<file path="src/rtl/gc_refresh_scheduler_if.sv">
// rtl/gc_refresh_scheduler_if.sv - req/ack handshake between the refresh scheduler and the row refresh engine
interface gc_refresh_scheduler_if #(
  parameter int ADDR_W = 7
);
  logic              ref_req;
  logic [ADDR_W-1:0] ref_addr;
  logic              ref_ack;

  modport master (output ref_req, output ref_addr, input ref_ack);
  modport slave  (input ref_req, input ref_addr, output ref_ack);
endinterface

</file>
<file path="src/rtl/gc_refresh_scheduler.sv">
// rtl/gc_refresh_scheduler.sv - per-pass row refresh sweep with write skipping, read-miss promotion and retention timer
module gc_refresh_scheduler #(
  parameter int ADDR_W     = 7,
  parameter int RET_CYCLES = 4096,
  parameter int TMR_W      = 16
) (
  input  logic                   clk,
  input  logic                   rst,
  input  logic                   start,
  input  logic                   auto_en,
  input  logic                   wr_en,
  input  logic [ADDR_W-1:0]      wr_addr,
  input  logic                   rd_en,
  input  logic [ADDR_W-1:0]      rd_addr,
  output logic                   rd_fresh,
  gc_refresh_scheduler_if.master eng,
  output logic                   busy,
  output logic                   done,
  output logic                   overrun,
  output logic [ADDR_W:0]        ref_count
);
  localparam int                ROWS     = 2 ** ADDR_W;
  localparam logic [ADDR_W-1:0] LAST_ROW = {ADDR_W{1'b1}};
  localparam logic [TMR_W-1:0]  TMR_LAST = TMR_W'(RET_CYCLES - 1);

  typedef enum logic [1:0] {IDLE, SEEK, REQ} state_t;

  state_t            state_q, state_d;
  logic [ROWS-1:0]   sb_q, sb_d;
  logic [ADDR_W-1:0] ptr_q, ptr_d;
  logic [ADDR_W-1:0] ref_addr_q, ref_addr_d;
  logic              urg_vld_q, urg_vld_d;
  logic [ADDR_W-1:0] urg_addr_q, urg_addr_d;
  logic              urg_act_q, urg_act_d;
  logic [ADDR_W:0]   cnt_q, cnt_d;
  logic              overrun_q, overrun_d;
  logic              done_q, done_d;
  logic              rd_fresh_q, rd_fresh_d;
  logic [TMR_W-1:0]  tmr_q, tmr_d;
  logic              finish;
  logic              in_pass;
  logic              tmr_hit;

  assign in_pass = (state_q != IDLE);
  assign tmr_hit = auto_en && (tmr_q == TMR_LAST);

  always_comb begin
    state_d    = state_q;
    sb_d       = sb_q;
    ptr_d      = ptr_q;
    ref_addr_d = ref_addr_q;
    urg_vld_d  = urg_vld_q;
    urg_addr_d = urg_addr_q;
    urg_act_d  = urg_act_q;
    cnt_d      = cnt_q;
    overrun_d  = overrun_q;
    done_d     = 1'b0;
    rd_fresh_d = rd_fresh_q;
    tmr_d      = tmr_q;
    finish     = 1'b0;

    if (auto_en) begin
      tmr_d = tmr_hit ? '0 : tmr_q + 1'b1;
    end
    if (tmr_hit && in_pass) begin
      overrun_d = 1'b1;
    end

    unique case (state_q)
      IDLE: begin
        if (start || tmr_hit) begin
          sb_d    = '0;
          ptr_d   = '0;
          cnt_d   = '0;
          tmr_d   = '0;
          state_d = SEEK;
          if (start) begin
            overrun_d = 1'b0;
          end
        end
      end
      SEEK: begin
        if (urg_vld_q && !sb_q[urg_addr_q]) begin
          state_d    = REQ;
          ref_addr_d = urg_addr_q;
          urg_act_d  = 1'b1;
        end else if (urg_vld_q) begin
          urg_vld_d = 1'b0;
        end else if (sb_q[ptr_q]) begin
          if (ptr_q == LAST_ROW) begin
            finish = 1'b1;
          end else begin
            ptr_d = ptr_q + 1'b1;
          end
        end else begin
          state_d    = REQ;
          ref_addr_d = ptr_q;
          urg_act_d  = 1'b0;
        end
      end
      REQ: begin
        if (eng.ref_ack) begin
          sb_d[ref_addr_q] = 1'b1;
          cnt_d            = cnt_q + 1'b1;
          if (urg_act_q) begin
            urg_vld_d = 1'b0;
          end else begin
            ptr_d = ptr_q + 1'b1;
          end
          if (!urg_act_q && (ptr_q == LAST_ROW) && !urg_vld_q) begin
            finish = 1'b1;
          end else begin
            state_d = SEEK;
          end
        end
      end
      default: state_d = IDLE;
    endcase

    // Read misses are promoted only when the slot is free and the row is not already in flight.
    if (rd_en) begin
      rd_fresh_d = in_pass ? sb_q[rd_addr] : 1'b1;
      if (in_pass && !sb_q[rd_addr] && !urg_vld_q &&
          !((state_q == REQ) && (rd_addr == ref_addr_q))) begin
        urg_vld_d  = 1'b1;
        urg_addr_d = rd_addr;
      end
    end

    if (wr_en) begin
      sb_d[wr_addr] = 1'b1;
    end

    if (finish) begin
      state_d   = IDLE;
      done_d    = 1'b1;
      urg_vld_d = 1'b0;
    end
  end

  always_ff @(posedge clk or posedge rst) begin
    if (rst) begin
      state_q    <= IDLE;
      sb_q       <= '0;
      ptr_q      <= '0;
      ref_addr_q <= '0;
      urg_vld_q  <= 1'b0;
      urg_addr_q <= '0;
      urg_act_q  <= 1'b0;
      cnt_q      <= '0;
      overrun_q  <= 1'b0;
      done_q     <= 1'b0;
      rd_fresh_q <= 1'b0;
      tmr_q      <= '0;
    end else begin
      state_q    <= state_d;
      sb_q       <= sb_d;
      ptr_q      <= ptr_d;
      ref_addr_q <= ref_addr_d;
      urg_vld_q  <= urg_vld_d;
      urg_addr_q <= urg_addr_d;
      urg_act_q  <= urg_act_d;
      cnt_q      <= cnt_d;
      overrun_q  <= overrun_d;
      done_q     <= done_d;
      rd_fresh_q <= rd_fresh_d;
      tmr_q      <= tmr_d;
    end
  end

  assign eng.ref_req  = (state_q == REQ);
  assign eng.ref_addr = ref_addr_q;
  assign busy         = in_pass;
  assign done         = done_q;
  assign overrun      = overrun_q;
  assign ref_count    = cnt_q;
  assign rd_fresh     = rd_fresh_q;
endmodule

</file>
<file path="src/flat_wrapper.sv">
// flat-port wrapper written by rule: the top's interface ports become plain ports
module gc_refresh_scheduler_flat 
#(
  parameter int ADDR_W     = 7,
  parameter int RET_CYCLES = 4096,
  parameter int TMR_W      = 16
)
  (clk, rst, start, auto_en, wr_en, wr_addr, rd_en, rd_addr, rd_fresh, busy, done, overrun, ref_count, eng_ref_req, eng_ref_addr, eng_ref_ack);
  gc_refresh_scheduler_if #(.ADDR_W(ADDR_W)) eng_i ();
  input  logic clk;
  input  logic rst;
  input  logic start;
  input  logic auto_en;
  input  logic wr_en;
  input  logic [ADDR_W-1:0] wr_addr;
  input  logic rd_en;
  input  logic [ADDR_W-1:0] rd_addr;
  output logic rd_fresh;
  output logic busy;
  output logic done;
  output logic overrun;
  output logic [ADDR_W:0] ref_count;
  output wire logic [$bits(eng_i.ref_req)-1:0] eng_ref_req;
  output wire logic [$bits(eng_i.ref_addr)-1:0] eng_ref_addr;
  input wire logic [$bits(eng_i.ref_ack)-1:0] eng_ref_ack;
  assign eng_ref_req = eng_i.ref_req;
  assign eng_ref_addr = eng_i.ref_addr;
  assign eng_i.ref_ack = eng_ref_ack;
  gc_refresh_scheduler #(.ADDR_W(ADDR_W), .RET_CYCLES(RET_CYCLES), .TMR_W(TMR_W)) u_core (.clk(clk), .rst(rst), .start(start), .auto_en(auto_en), .wr_en(wr_en), .wr_addr(wr_addr), .rd_en(rd_en), .rd_addr(rd_addr), .rd_fresh(rd_fresh), .eng(eng_i), .busy(busy), .done(done), .overrun(overrun), .ref_count(ref_count));
endmodule
</file>
<file path="config.mk">
export PLATFORM = sky130hd
export DESIGN_NAME = gc_refresh_scheduler_flat
export DESIGN_NICKNAME = d
export VERILOG_FILES = /design/src/rtl/gc_refresh_scheduler_if.sv /design/src/rtl/gc_refresh_scheduler.sv /design/src/flat_wrapper.sv
export SDC_FILE = /design/constraint.sdc
export NUM_CORES = 1
export LEC_CHECK = 0
export CORE_UTILIZATION = 56
export CTS_CLUSTER_SIZE = 10
export DETAILED_ROUTE_END_ITERATION = 7
export GPL_ROUTABILITY_DRIVEN = 0
export GPL_TIMING_DRIVEN = 0
export PLACE_DENSITY_LB_ADDON = 0.15
export SYNTH_ARGS = -nofsm -noshare
export SYNTH_HDL_FRONTEND = slang
export SYNTH_SLANG_ARGS = --single-unit
</file>
<file path="constraint.sdc">
create_clock -name clk -period 5.8 [get_ports clk]
set_input_delay 0.58 -clock clk [delete_from_list [all_inputs] [get_ports clk]]
set_output_delay 0.58 -clock clk [all_outputs]
set_load 0.02 [all_outputs]
</file>
==> run metrics, run 1 <==
hold violation count in the final report 0; Net Sw Frac 42.84%; Req. time, crit path approximately 6.1 ns; area occupied by multi-input gates between 6000 and 7000 um^2; clock-pin transition on the worst setup and hold timing paths 0.08 ns; skew final 0.01133 ns; synth warn 0; type of element capturing the critical path register; sum of negative setup slack 0 ns; quantity of I/O buffers inserted on ports 33; DR DRC count 0; fraction of final layout cells with drive strength greater than 1 15.79%; clock tree from TritonCTS built; Crit path arrival time 4.34 ns; number of filler cells placed in the layout 1531; wire length of the first global-routing pass 62040 um; die outline area 21000 um^2; Via density around 7.6; number of instances in the synthesized netlist slightly above 1000; Async SR Flop Fraction 100.0%; clk buf depth 2; Slew Viols, Final 28; via count of the first global-routing pass between 9000 and 10000; power density normalized to cell area 406.2 nW/um^2; Synth Register Bits 180; register share of total power 32.1%; post-route worst setup slack 1.791 ns; final core utilization 64.57%; die boundary height 144.9 um; Mean Syn Cell Area 11.05 um^2; final HPWL from detailed placement 28210 um; Pwr Total slightly above 5 mW; iteration count of the initial detailed-routing pass 7; combined global-route utilization of all metal layers 39.98%; register area share after synthesis 39.38%; largest net degree at the start of global routing between 100 and 150; synthesized net count around 1100; number of buffers inserted by post-CTS setup repair 0; number of violations reported at the end of detailed-routing iteration 0 1683; clock latency on the worst-skew pair 0.45 ns; Layout Cells excl Fill 1368; maximum VDD drop roughly 0.23 mV; number of nets in the layout 1117; number of cells after detailed placement 1335; Leak 5.188 nW; type of the most critical hold path input port to async pin; worst-path fanout max 10; final wirelength slightly above 40000 um; Worst-Margin Slew between 1.5 and 2 ns; CTS sink count 180; number of distinct library cell variants in the gate-level netlist after synthesis 71; count of standard-cell rows 51; floorplan die width between 100 and 150 um; Switching Power 2.215 mW; most used flip-flop cell after synthesis sky130_fd_sc_hd__dfrtp_1; number of flops mapped to enable cells by yosys 0; kind of start point of the critical path register; clock period minus final worst setup slack 4.009 ns; initial antenna violation count 1; # setup viols final 0; maximum clock frequency 0.2494 GHz; Antenna Nets Post-Route 0; WL per Instance between 30 and 40 um; crit share post-route 69.12%; startpoint-to-endpoint class of the critical path register to register; total vias in the final route 10420; violations in the final reports capacitance limit, slew limit; power share of the combinational group 45.4%; clock root cell sky130_fd_sc_hd__clkbuf_16; Core Box Area approximately 20000 um^2; internal cell power 2.956 mW; tightest slew margin relative to the limit -5.473%; result of the run complete, but fails checks; Post-CTS Resized 0; GRT overflow 0; clock share of power 22.4%; max capacitance violation total 3; hold buffer count at cts 0; CTS H-tree lvls 4; Placement Setup Slack between 2 and 2.5 ns; I/O Pins 41; netlist area before placement 11440 um^2; total CTS buffers 17; starting density of the core between 50% and 60%; area used by sequential logic in the layout 4504 um^2; area overhead of the layout relative to synthesis 11.31%; setup repair after global routing missed its margin no
## Yosys cell counts, types with 3 or more instances
library cell | count | area share, %
sky130_fd_sc_hd__o21ai_0 | 6 | 0.26
sky130_fd_sc_hd__dfrtp_1 | 180 | 39
sky130_fd_sc_hd__nor3_1 | 16 | 0.70
sky130_fd_sc_hd__buf_4 | 9 | 0.59
sky130_fd_sc_hd__clkbuf_1 | 48 | 1.6
sky130_fd_sc_hd__nand2b_1 | 11 | 0.60
sky130_fd_sc_hd__nand3_1 | 26 | 1.1
sky130_fd_sc_hd__a221o_1 | 62 | 5.4
sky130_fd_sc_hd__xnor2_1 | 16 | 1.2
sky130_fd_sc_hd__nor2_1 | 116 | 3.8
sky130_fd_sc_hd__mux2_4 | 6 | 0.79
sky130_fd_sc_hd__buf_2 | 9 | 0.39
sky130_fd_sc_hd__a31oi_1 | 14 | 0.77
sky130_fd_sc_hd__o22ai_1 | 72 | 3.9
sky130_fd_sc_hd__and3_1 | 7 | 0.38
sky130_fd_sc_hd__a211oi_1 | 3 | 0.20
sky130_fd_sc_hd__buf_6 | 4 | 0.39
sky130_fd_sc_hd__a21o_1 | 3 | 0.20
sky130_fd_sc_hd__nand3b_1 | 5 | 0.33
sky130_fd_sc_hd__mux4_1 | 11 | 2.5
sky130_fd_sc_hd__or3_1 | 3 | 0.16
sky130_fd_sc_hd__a22o_1 | 3 | 0.23
sky130_fd_sc_hd__nand2_1 | 47 | 1.5
sky130_fd_sc_hd__a22oi_1 | 20 | 1.3
sky130_fd_sc_hd__o21bai_1 | 3 | 0.20
sky130_fd_sc_hd__mux4_2 | 76 | 15
sky130_fd_sc_hd__ha_1 | 7 | 0.77
sky130_fd_sc_hd__xor2_1 | 12 | 0.92
sky130_fd_sc_hd__mux2i_1 | 44 | 3.9
sky130_fd_sc_hd__mux2_2 | 16 | 1.6
sky130_fd_sc_hd__nor2b_1 | 15 | 0.82
sky130_fd_sc_hd__o221ai_1 | 4 | 0.31
sky130_fd_sc_hd__a21oi_1 | 80 | 3.5
sky130_fd_sc_hd__nand4_1 | 10 | 0.55
sky130_fd_sc_hd__inv_1 | 18 | 0.59
sky130_fd_sc_hd__and2_1 | 7 | 0.38
sky130_fd_sc_hd__or2_2 | 3 | 0.16
## registers in the layout, indices dropped and copies added (netlist names)
register / cells
u_core.ptr_q: 7
u_core.sb_q: 128
u_core.urg_addr_q: 7
u_core.ref_count: 8
u_core.urg_vld_q: 1
u_core.overrun: 1
u_core.urg_act_q: 1
u_core.rd_fresh: 1
u_core.eng.ref_addr: 7
u_core.tmr_q: 16
u_core.state_q: 2
u_core.done: 1
## kinds of logic after synthesis
family	count (synthesis)	share of synthesized area [%]
simple gates	277	11.37
compound gates	295	18.30
buf+inv	94	4.124
mux	154	23.92
flops	180	39.38
fa+ha+maj	7	0.7657
xor+xnor	28	2.144
## cell usage in the layout (no fill, tap or decap), types with 20 or more instances in the layout
cell,n
sky130_fd_sc_hd__a21oi_1,80
sky130_fd_sc_hd__a221o_1,62
sky130_fd_sc_hd__a22oi_1,20
sky130_fd_sc_hd__clkbuf_1,49
sky130_fd_sc_hd__clkdlybuf4s50_1,33
sky130_fd_sc_hd__dfrtp_1,180
sky130_fd_sc_hd__mux2i_1,44
sky130_fd_sc_hd__mux4_2,76
sky130_fd_sc_hd__nand2_1,47
sky130_fd_sc_hd__nand3_1,26
sky130_fd_sc_hd__nor2_1,116
sky130_fd_sc_hd__o22ai_1,72
## per-stage QoR
stage / hold WS (ns) / area [um^2]
4_1_cts: 0.5512 / 12730
3_3_place_gp: 0.5252 / 12100
3_5_place_dp: 0.5373 / 12160
2_1_floorplan: 0.5044 / 11440
5_1_grt: 0.5630 / 12730
6_report: 0.5313 / 12730
## power groups by stage
stage | clock (mW) | sequential, mW | combinational (mW)
5_1_grt | 1.21 | 1.68 | 2.44
6_report | 1.16 | 1.66 | 2.35
2_1_floorplan | 0 | 1.63 | 1.54
3_5_place_dp | 0 | 1.67 | 2.25
4_1_cts | 1.16 | 1.65 | 2.26
3_3_place_gp | 0 | 1.67 | 2.22
## path summary, 6_finish.rpt
| kind | depth (start not counted) | slack, ns | from | end |
|---|---|---|---|---|
| worst min register to register | 2 | 0.55 | u_core.rd_fresh | u_core.rd_fresh |
| worst max-delay path | 9 | 1.79 | u_core.ptr_q[1] | u_core.eng.ref_addr[4] |
| max in group asynchronous | 3 | 4.30 | rst | u_core.urg_addr_q[5] |
| min in group clk | 2 | 0.55 | u_core.rd_fresh | u_core.rd_fresh |
| worst min-delay path | 2 | 0.53 | rst | u_core.sb_q[86] |
| worst max register to register | 9 | 1.79 | u_core.ptr_q[1] | u_core.eng.ref_addr[4] |
## critical path: stages, from the launching register on
cell and delay (ns):
sky130_fd_sc_hd__dfrtp_1 0.40, sky130_fd_sc_hd__buf_2 0.33, sky130_fd_sc_hd__clkbuf_1 0.75, sky130_fd_sc_hd__mux2i_1 0.72
sky130_fd_sc_hd__a311oi_1 0.17, sky130_fd_sc_hd__or4_1 0.50, sky130_fd_sc_hd__a21oi_2 0.25, sky130_fd_sc_hd__and2_1 0.21
sky130_fd_sc_hd__o31ai_2 0.19, sky130_fd_sc_hd__mux2_2 0.35
## metal layers
metal | GRT usage, % | wire length, um | vias up
met5 | 0 | 0 | -
met4 | 25.59 | 3359 | 0
met3 | 15.16 | 6055 | 245
met2 | 54.78 | 16820 | 882
met1 | 53.02 | 14910 | 5110
li1 | - | - | 4187
## area by class of cell
type,count,area share (%)
diodes,1,0.01965
plain buffers,76,3.174
clock buffers,18,3.371
clock inverters,14,1.130
inverters,18,0.5896
multi-input cells,761,50.84
flip-flops and latches,180,35.38
well taps,265,2.604
repair buffers,35,2.899
(Power assumes the default switching activity.)
==> run 2: changes to the inputs <==
--- a/config.mk
+++ b/config.mk
@@ -5,7 +5,7 @@
 export SDC_FILE = /design/constraint.sdc
 export NUM_CORES = 1
 export LEC_CHECK = 0
-export CORE_UTILIZATION = 56
+export CORE_UTILIZATION = 60
 export CTS_CLUSTER_SIZE = 10
 export DETAILED_ROUTE_END_ITERATION = 7
 export GPL_ROUTABILITY_DRIVEN = 0
==> constraint.sdc (replaced) <==
create_clock -name clk -period 4.07 [get_ports clk]
set_input_delay 0.407 -clock clk [delete_from_list [all_inputs] [get_ports clk]]
set_output_delay 0.407 -clock clk [all_outputs]
set_load 0.02 [all_outputs]
==> run metrics, run 2 (same netlist as run 1, synthesis figures left out) <==
quantity of I/O buffers inserted on ports 33 (unchanged); final core utilization 68.08% (was 64.57%); power density normalized to cell area 580.5 nW/um^2 (was 406.2 nW/um^2); maximum VDD drop 0.3596 mV (was 0.2257 mV); Via density 7.833 (was 7.620); clock share of power 22.2% (was 22.4%); total vias in the final route 10490 (was 10420); WL per Instance 30.56 um (was 30.08 um); setup repair after global routing missed its margin no (unchanged); flip-flop count of the largest register after layout 128 (unchanged); sum of met3 wire segment lengths after detailed routing 6395 um (was 6055 um); starting density of the core 61.15% (was 58.01%); count of standard-cell rows 50 (was 51); Net Sw Frac 42.58% (was 42.84%); via count of the first global-routing pass 10130 (was 9947); Leak 5.206 nW (was 5.188 nW); met1 WL 14490 um (was 14910 um); number of nets in the layout 1120 (was 1117); number of buffers inserted by post-CTS setup repair 0 (unchanged); hold violation count in the final report 0 (unchanged); hold buffer count at cts 0 (unchanged); Core Box Area 18710 um^2 (was 19720 um^2); largest register by flop count u_core.sb_q (unchanged); internal cell power 4.244 mW (was 2.956 mW); DR DRC count 0 (unchanged); GRT overflow 0 (unchanged); worst hold slack after final layout 0.3865 ns (was 0.5313 ns); Post-CTS Resized 0 (unchanged); final wirelength 40920 um (was 41150 um); wire length of the first global-routing pass 62020 um (was 62040 um); kind of start point of the critical path register (unchanged); Crit path arrival time 4.41 ns (was 4.34 ns); number of violations reported at the end of detailed-routing iteration 0 1886 (was 1683); crit share post-route 100.3% (was 69.12%); # setup viols final 6 (was 0); maximum clock frequency 0.2449 GHz (was 0.2494 GHz); tightest slew margin relative to the limit -1.176% (was -5.473%); post-route worst setup slack -0.01317 ns (was 1.791 ns); fraction of final layout cells with drive strength greater than 1 15.84% (was 15.79%); largest net degree at the start of global routing 42 (was 130); clk buf depth 2 (unchanged); total CTS buffers 17 (unchanged); CTS H-tree lvls 4 (unchanged); Antenna Nets Post-Route 0 (unchanged); clock period minus final worst setup slack 4.083 ns (was 4.009 ns); max capacitance violation total 2 (was 3); result of the run complete, but fails checks (unchanged); # diodes 0 (was 1); die outline area 19620 um^2 (was 21000 um^2); Req. time, crit path 4.39 ns (was 6.13 ns); met2 wirelength from detailed routing 16950 um (was 16820 um); type of element capturing the critical path register (unchanged); clock root cell sky130_fd_sc_hd__clkbuf_16 (unchanged); initial antenna violation count 0 (was 1); startpoint-to-endpoint class of the critical path register to register (unchanged); top routing layer in use met4 (unchanged); final HPWL from detailed placement 28420 um (was 28210 um); clock tree from TritonCTS built (unchanged); floorplan die width 140.1 um (was 144.9 um); clock-pin transition on the worst setup and hold timing paths 0.07 ns (was 0.08 ns); Placement Setup Slack 0.2970 ns (was 2.078 ns); worst-path fanout max 10 (unchanged); Worst-Margin Slew 1.512 ns (was 1.576 ns); commonest cells after routing, fill and taps aside 180 x sky130_fd_sc_hd__dfrtp_1, 116 x sky130_fd_sc_hd__nor2_1, 80 x sky130_fd_sc_hd__a21oi_1 (unchanged); I/O Pins 41 (unchanged); CTS sink count 180 (unchanged); violations in the final reports capacitance limit, slew limit, setup timing (was capacitance limit, slew limit); type of the most critical hold path input port to register (was input port to async pin); register share of total power 32.0% (was 32.1%); area overhead of the layout relative to synthesis 11.33% (was 11.31%); commonest non-fill, non-tap cell in the layout sky130_fd_sc_hd__dfrtp_1 (unchanged); die boundary height 140.1 um (was 144.9 um); iteration count of the initial detailed-routing pass 7 (unchanged); clock latency on the worst-skew pair 0.44 ns (was 0.45 ns); combined global-route utilization of all metal layers 43.22% (was 39.98%); Slew Viols, Final 11 (was 28); power share of the combinational group 45.8% (was 45.4%); Switching Power 3.148 mW (was 2.215 mW); skew final 0.01040 ns (was 0.01133 ns)
## run 2: changes by cell type in the layout (fill, tap and decap cells not counted), sizes merged
cell / delta
clkbuf: +5
buf: +3
inv: -3
clkinv: -2
diode: -1
## run 2: worst paths after layout
path	cells past startpoint	slack, ns	to	startpoint
worst max-delay path	9	-0.01	u_core.eng.ref_addr[2]	u_core.ptr_q[1]
worst min-delay path	3	0.39	u_core.tmr_q[0]	auto_en
worst max register to register	9	-0.01	u_core.eng.ref_addr[2]	u_core.ptr_q[1]
worst min register to register	2	0.54	u_core.rd_fresh	u_core.rd_fresh
max in group asynchronous	4	2.70	u_core.sb_q[25]	rst
min in group asynchronous	2	0.42	u_core.sb_q[85]	rst
## run 2: through the flow
stage / setup TNS [ns] / cells / total power, mW / instance area (um^2)
2_1_floorplan: 0 / 1035 / 4.524 / 11440
3_3_place_gp: -20.78 / 1302 / 5.517 / 12070
3_5_place_dp: 0 / 1307 / 5.588 / 12160
4_1_cts: 0 / 1339 / 7.214 / 12720
5_1_grt: 0 / 1339 / 7.596 / 12730
6_report: -0.04368 / 1339 / 7.392 / 12730
## run 2: cell type report
cell class | count | area [um^2]
Multi-Input combinational cell | 761 | 6479
Fill cell | 1394 | 5971
Sequential cell | 180 | 4504
Clock buffer | 23 | 467.9
Timing Repair Buffer | 38 | 421.7
Buffer | 76 | 404.1
Tap cell | 234 | 292.8
Clock inverter | 9 | 93.84
Inverter | 18 | 71.32
## run 2: per-layer routing
metal	vias to the layer above	GRT usage (%)
li1	4179	-
met1	5024	56.13
met2	1030	60.11
met3	255	17.16
met4	0	28.11
met5	-	0
## run 2: worst max-delay path, cell delays in order (launching register included)
cell and delay [ns]:
sky130_fd_sc_hd__dfrtp_1 0.38, sky130_fd_sc_hd__buf_2 0.35, sky130_fd_sc_hd__clkbuf_1 0.79, sky130_fd_sc_hd__mux2i_1 0.73, sky130_fd_sc_hd__a311oi_1 0.19, sky130_fd_sc_hd__or4_1 0.52
sky130_fd_sc_hd__a21oi_2 0.26, sky130_fd_sc_hd__and2_1 0.21, sky130_fd_sc_hd__o31ai_2 0.18, sky130_fd_sc_hd__mux2_2 0.34
## run 2: power by group through the flow
stage / clock network (mW) / registers (mW) / logic (mW)
finish: 1.64 / 2.37 / 3.38
global route: 1.70 / 2.39 / 3.50
CTS: 1.64 / 2.35 / 3.23
detailed placement: 0 / 2.37 / 3.21
global placement: 0 / 2.36 / 3.15
floorplan: 0 / 2.32 / 2.20
==> run 3: changes to the inputs <==
--- a/config.mk
+++ b/config.mk
@@ -5,7 +5,7 @@
 export SDC_FILE = /design/constraint.sdc
 export NUM_CORES = 1
 export LEC_CHECK = 0
-export CORE_UTILIZATION = 60
+export CORE_UTILIZATION = 56
 export CTS_CLUSTER_SIZE = 10
 export DETAILED_ROUTE_END_ITERATION = 7
 export GPL_ROUTABILITY_DRIVEN = 0
==> constraint.sdc (replaced) <==
create_clock -name clk -period 3.3 [get_ports clk]
set_input_delay 0.33 -clock clk [delete_from_list [all_inputs] [get_ports clk]]
set_output_delay 0.33 -clock clk [all_outputs]
set_load 0.02 [all_outputs]
==> run metrics, run 3 (same netlist as run 1, synthesis figures left out) <==
result of the run complete, but fails checks (unchanged); violations in the final reports DRC, capacitance limit, slew limit, setup timing (was capacitance limit, slew limit, setup timing); Switching Power 4.031 mW (was 3.148 mW); CTS sink count 180 (unchanged); total vias in the final route 10480 (was 10490); floorplan die width 144.9 um (was 140.1 um); via count of the first global-routing pass 9943 (was 10130); Req. time, crit path 3.63 ns (was 4.39 ns); kind of start point of the critical path register (unchanged); crit share post-route 100.9% (was 100.3%); setup repair after global routing missed its margin yes (was no); iteration count of the initial detailed-routing pass 8 (was 7); number of filler cells placed in the layout 1502 (was 1394); hold buffer count at cts 0 (unchanged); r2r setup slk -0.03 ns (was -0.01 ns); start point of the worst min-delay path auto_en (unchanged); WL per Instance 30.33 um (was 30.56 um); power density normalized to cell area 727.7 nW/um^2 (was 580.5 nW/um^2); final core utilization 65.70% (was 68.08%); GRT overflow 0 (unchanged); terminus of the critical flop-to-flop path u_core.eng.ref_addr[0] (was u_core.eng.ref_addr[2]); Crit path arrival time 3.65 ns (was 4.41 ns); # diodes 0 (unchanged); clock-pin transition on the worst setup and hold timing paths 0.07 ns (about the same); Slew Viols, Final 11 (unchanged); Net Sw Frac 42.77% (was 42.58%); wire length of the first global-routing pass 62540 um (was 62020 um); post-route worst setup slack -0.02897 ns (was -0.01317 ns); area overhead of the layout relative to synthesis 13.26% (was 11.33%); max capacitance violation total 1 (was 2); commonest non-fill, non-tap cell in the layout sky130_fd_sc_hd__dfrtp_1 (unchanged); hold-critical path endpoint u_core.tmr_q[0] (unchanged); # setup viols final 4 (was 6); startpoint-to-endpoint class of the critical path register to register (unchanged); combined global-route utilization of all metal layers 40.29% (was 43.22%); skew final 0.01172 ns (was 0.01040 ns); clk buf depth 2 (unchanged); maximum clock frequency 0.3004 GHz (was 0.2449 GHz); initial antenna violation count 0 (unchanged); Via density 7.641 (was 7.833); tightest slew margin relative to the limit -5.128% (was -1.176%); number of violations reported at the end of detailed-routing iteration 0 1668 (was 1886); reg-to-reg startpoint u_core.urg_addr_q[2] (was u_core.ptr_q[1]); flip-flop count of the largest register after layout 128 (unchanged); count of standard-cell rows 51 (was 50); number of nets in the layout 1122 (was 1120); commonest cells after routing, fill and taps aside 180 x sky130_fd_sc_hd__dfrtp_1, 116 x sky130_fd_sc_hd__nor2_1, 80 x sky130_fd_sc_hd__a21oi_1 (unchanged); quantity of I/O buffers inserted on ports 33 (unchanged); final design instance area without fill 12950 um^2 (was 12730 um^2); clock root cell sky130_fd_sc_hd__clkbuf_16 (unchanged); power share of the combinational group 46.1% (was 45.8%); final wirelength 41610 um (was 40920 um); total stage count of the critical path 9 (unchanged); Leak 5.260 nW (was 5.206 nW); hold violation count in the final report 0 (unchanged); worst-path fanout max 10 (unchanged); largest net degree at the start of global routing 43 (was 42); clock tree from TritonCTS built (unchanged); slowest cell delay on critical path 0.57 ns (was 0.79 ns); clock latency on the worst-skew pair 0.45 ns (was 0.44 ns); register share of total power 31.2% (was 32.0%); Placement Setup Slack -0.4906 ns (was 0.2970 ns); die outline area 21000 um^2 (was 19620 um^2); Hold Path Depth 3 (unchanged); starting density of the core 58.01% (was 61.15%); internal cell power 5.395 mW (was 4.244 mW); clock period minus final worst setup slack 3.329 ns (was 4.083 ns); DR DRC count 10 (was 0); area post-placement 12210 um^2 (was 12160 um^2); fraction of final layout cells with drive strength greater than 1 17.62% (was 15.84%); worst path buffer plus inverter count 1 (was 2); number of cells after detailed placement 1339 (was 1307); total CTS buffers 17 (unchanged); Core Box Area 19720 um^2 (was 18710 um^2); type of the most critical hold path input port to register (unchanged); Worst-Margin Slew 1.571 ns (was 1.512 ns); cell family with most CP delay compound AO/OA/AOI/OAI gates (was buffers and inverters); type of element capturing the critical path register (unchanged); cells on worst reg2reg path 9 (unchanged); cells traversed along the worst timing path buf_2 -> nor2_1 -> a22oi_1 -> a21oi_1 -> nor4_4 -> o32ai_4 -> o21ai_4 -> mux2_2 -> mux2_2 (was buf_2 -> clkbuf_1 -> mux2i_1 -> a311oi_1 -> or4_1 -> a21oi_2 -> and2_1 -> o31ai_2 -> mux2_2); final HPWL from detailed placement 28810 um (was 28420 um); I/O Pins 41 (unchanged); Antenna Nets Post-Route 0 (unchanged); clock share of power 22.7% (was 22.2%); critical path's slowest cell sky130_fd_sc_hd__nor2_1 (was sky130_fd_sc_hd__clkbuf_1); largest register by flop count u_core.sb_q (unchanged); Layout Cells excl Fill 1372 (was 1339); maximum VDD drop 0.3442 mV (was 0.3596 mV); most repeated library cell on the critical path sky130_fd_sc_hd__mux2_2; die boundary height 144.9 um (was 140.1 um); CTS H-tree lvls 4 (unchanged)
run 3: cell count changes in the layout (fill, tap and decap cells not counted), sizes merged:
cell      change
clkbuf        -4
clkinvlp      +3
inv           +2
bufinv        +1
run 3: area by class of cell:
type	count	area, um^2	area share [%]
Clock inverter	15	166.4	1.285
Clock buffer	17	425.4	3.284
Inverter	18	71.32	0.5505
Buffer	75	444.2	3.429
Timing Repair Buffer	41	441.7	3.409
Multi-Input combinational cell	761	6570	50.71
Sequential cell	180	4504	34.77
Tap cell	265	331.6	2.559
run 3: routing by layer:
layer	vias up	share of wire [%]	GRT usage, %	wire [um]
li1	4193	-	-	-
met1	5131	35	52.74	14740
met2	956	43	56.92	17730
met3	204	15	16.16	6424
met4	0	6.5	22.34	2714
met5	-	0	0	0
run 3: worst max-delay path by stage:
stage / startpoint / end / slack [ns]
3_5_place_dp: u_core.ptr_q[0] / u_core.eng.ref_addr[0] / -0.49
4_1_cts: u_core.urg_addr_q[1] / u_core.eng.ref_addr[0] / 0.03
5_1_grt: u_core.tmr_q[0] / u_core.sb_q[36] / -0.14
3_3_place_gp: rst / u_core.ptr_q[5] / -0.87
2_1_floorplan: rd_addr[0] / u_core.urg_addr_q[4] / 0.42
6_report: u_core.urg_addr_q[2] / u_core.eng.ref_addr[0] / -0.03
run 3: power by group through the flow:
| stage | clock [mW] | sequential, mW | combinational (mW) |
|---|---|---|---|
| floorplan | 0 | 2.87 | 2.71 |
| global placement | 0 | 2.92 | 3.90 |
| detailed placement | 0 | 2.93 | 3.95 |
| CTS | 2.12 | 2.90 | 4.09 |
| global route | 2.21 | 2.97 | 4.52 |
| finish | 2.14 | 2.94 | 4.35 |
run 3: through the flow:
step	hold slack, ns	TNS [ns]	power, mW
after floorplan	0.4165	0	5.579
after global placement	0.5234	-169.06	6.826
after detailed placement	0.5409	-7.473	6.882
after CTS	0.3011	0	9.109
after global routing	0.3320	-4.333	9.691
final	0.3033	-0.04914	9.427
run 3: worst reg2reg max path, cell delays in order (launching register included):
cell	delay (ns)
sky130_fd_sc_hd__dfrtp_1	0.49
sky130_fd_sc_hd__buf_2	0.29
sky130_fd_sc_hd__nor2_1	0.57
sky130_fd_sc_hd__a22oi_1	0.17
sky130_fd_sc_hd__a21oi_1	0.36
sky130_fd_sc_hd__nor4_4	0.13
sky130_fd_sc_hd__o32ai_4	0.44
sky130_fd_sc_hd__o21ai_4	0.19
sky130_fd_sc_hd__mux2_2	0.32
sky130_fd_sc_hd__mux2_2	0.26
run 3: what timing repair did:
action,CTS,global route
endpoints found under the setup margin,17,67
buffers inserted,0,1
pin swaps,0,2
resized for setup,21,13
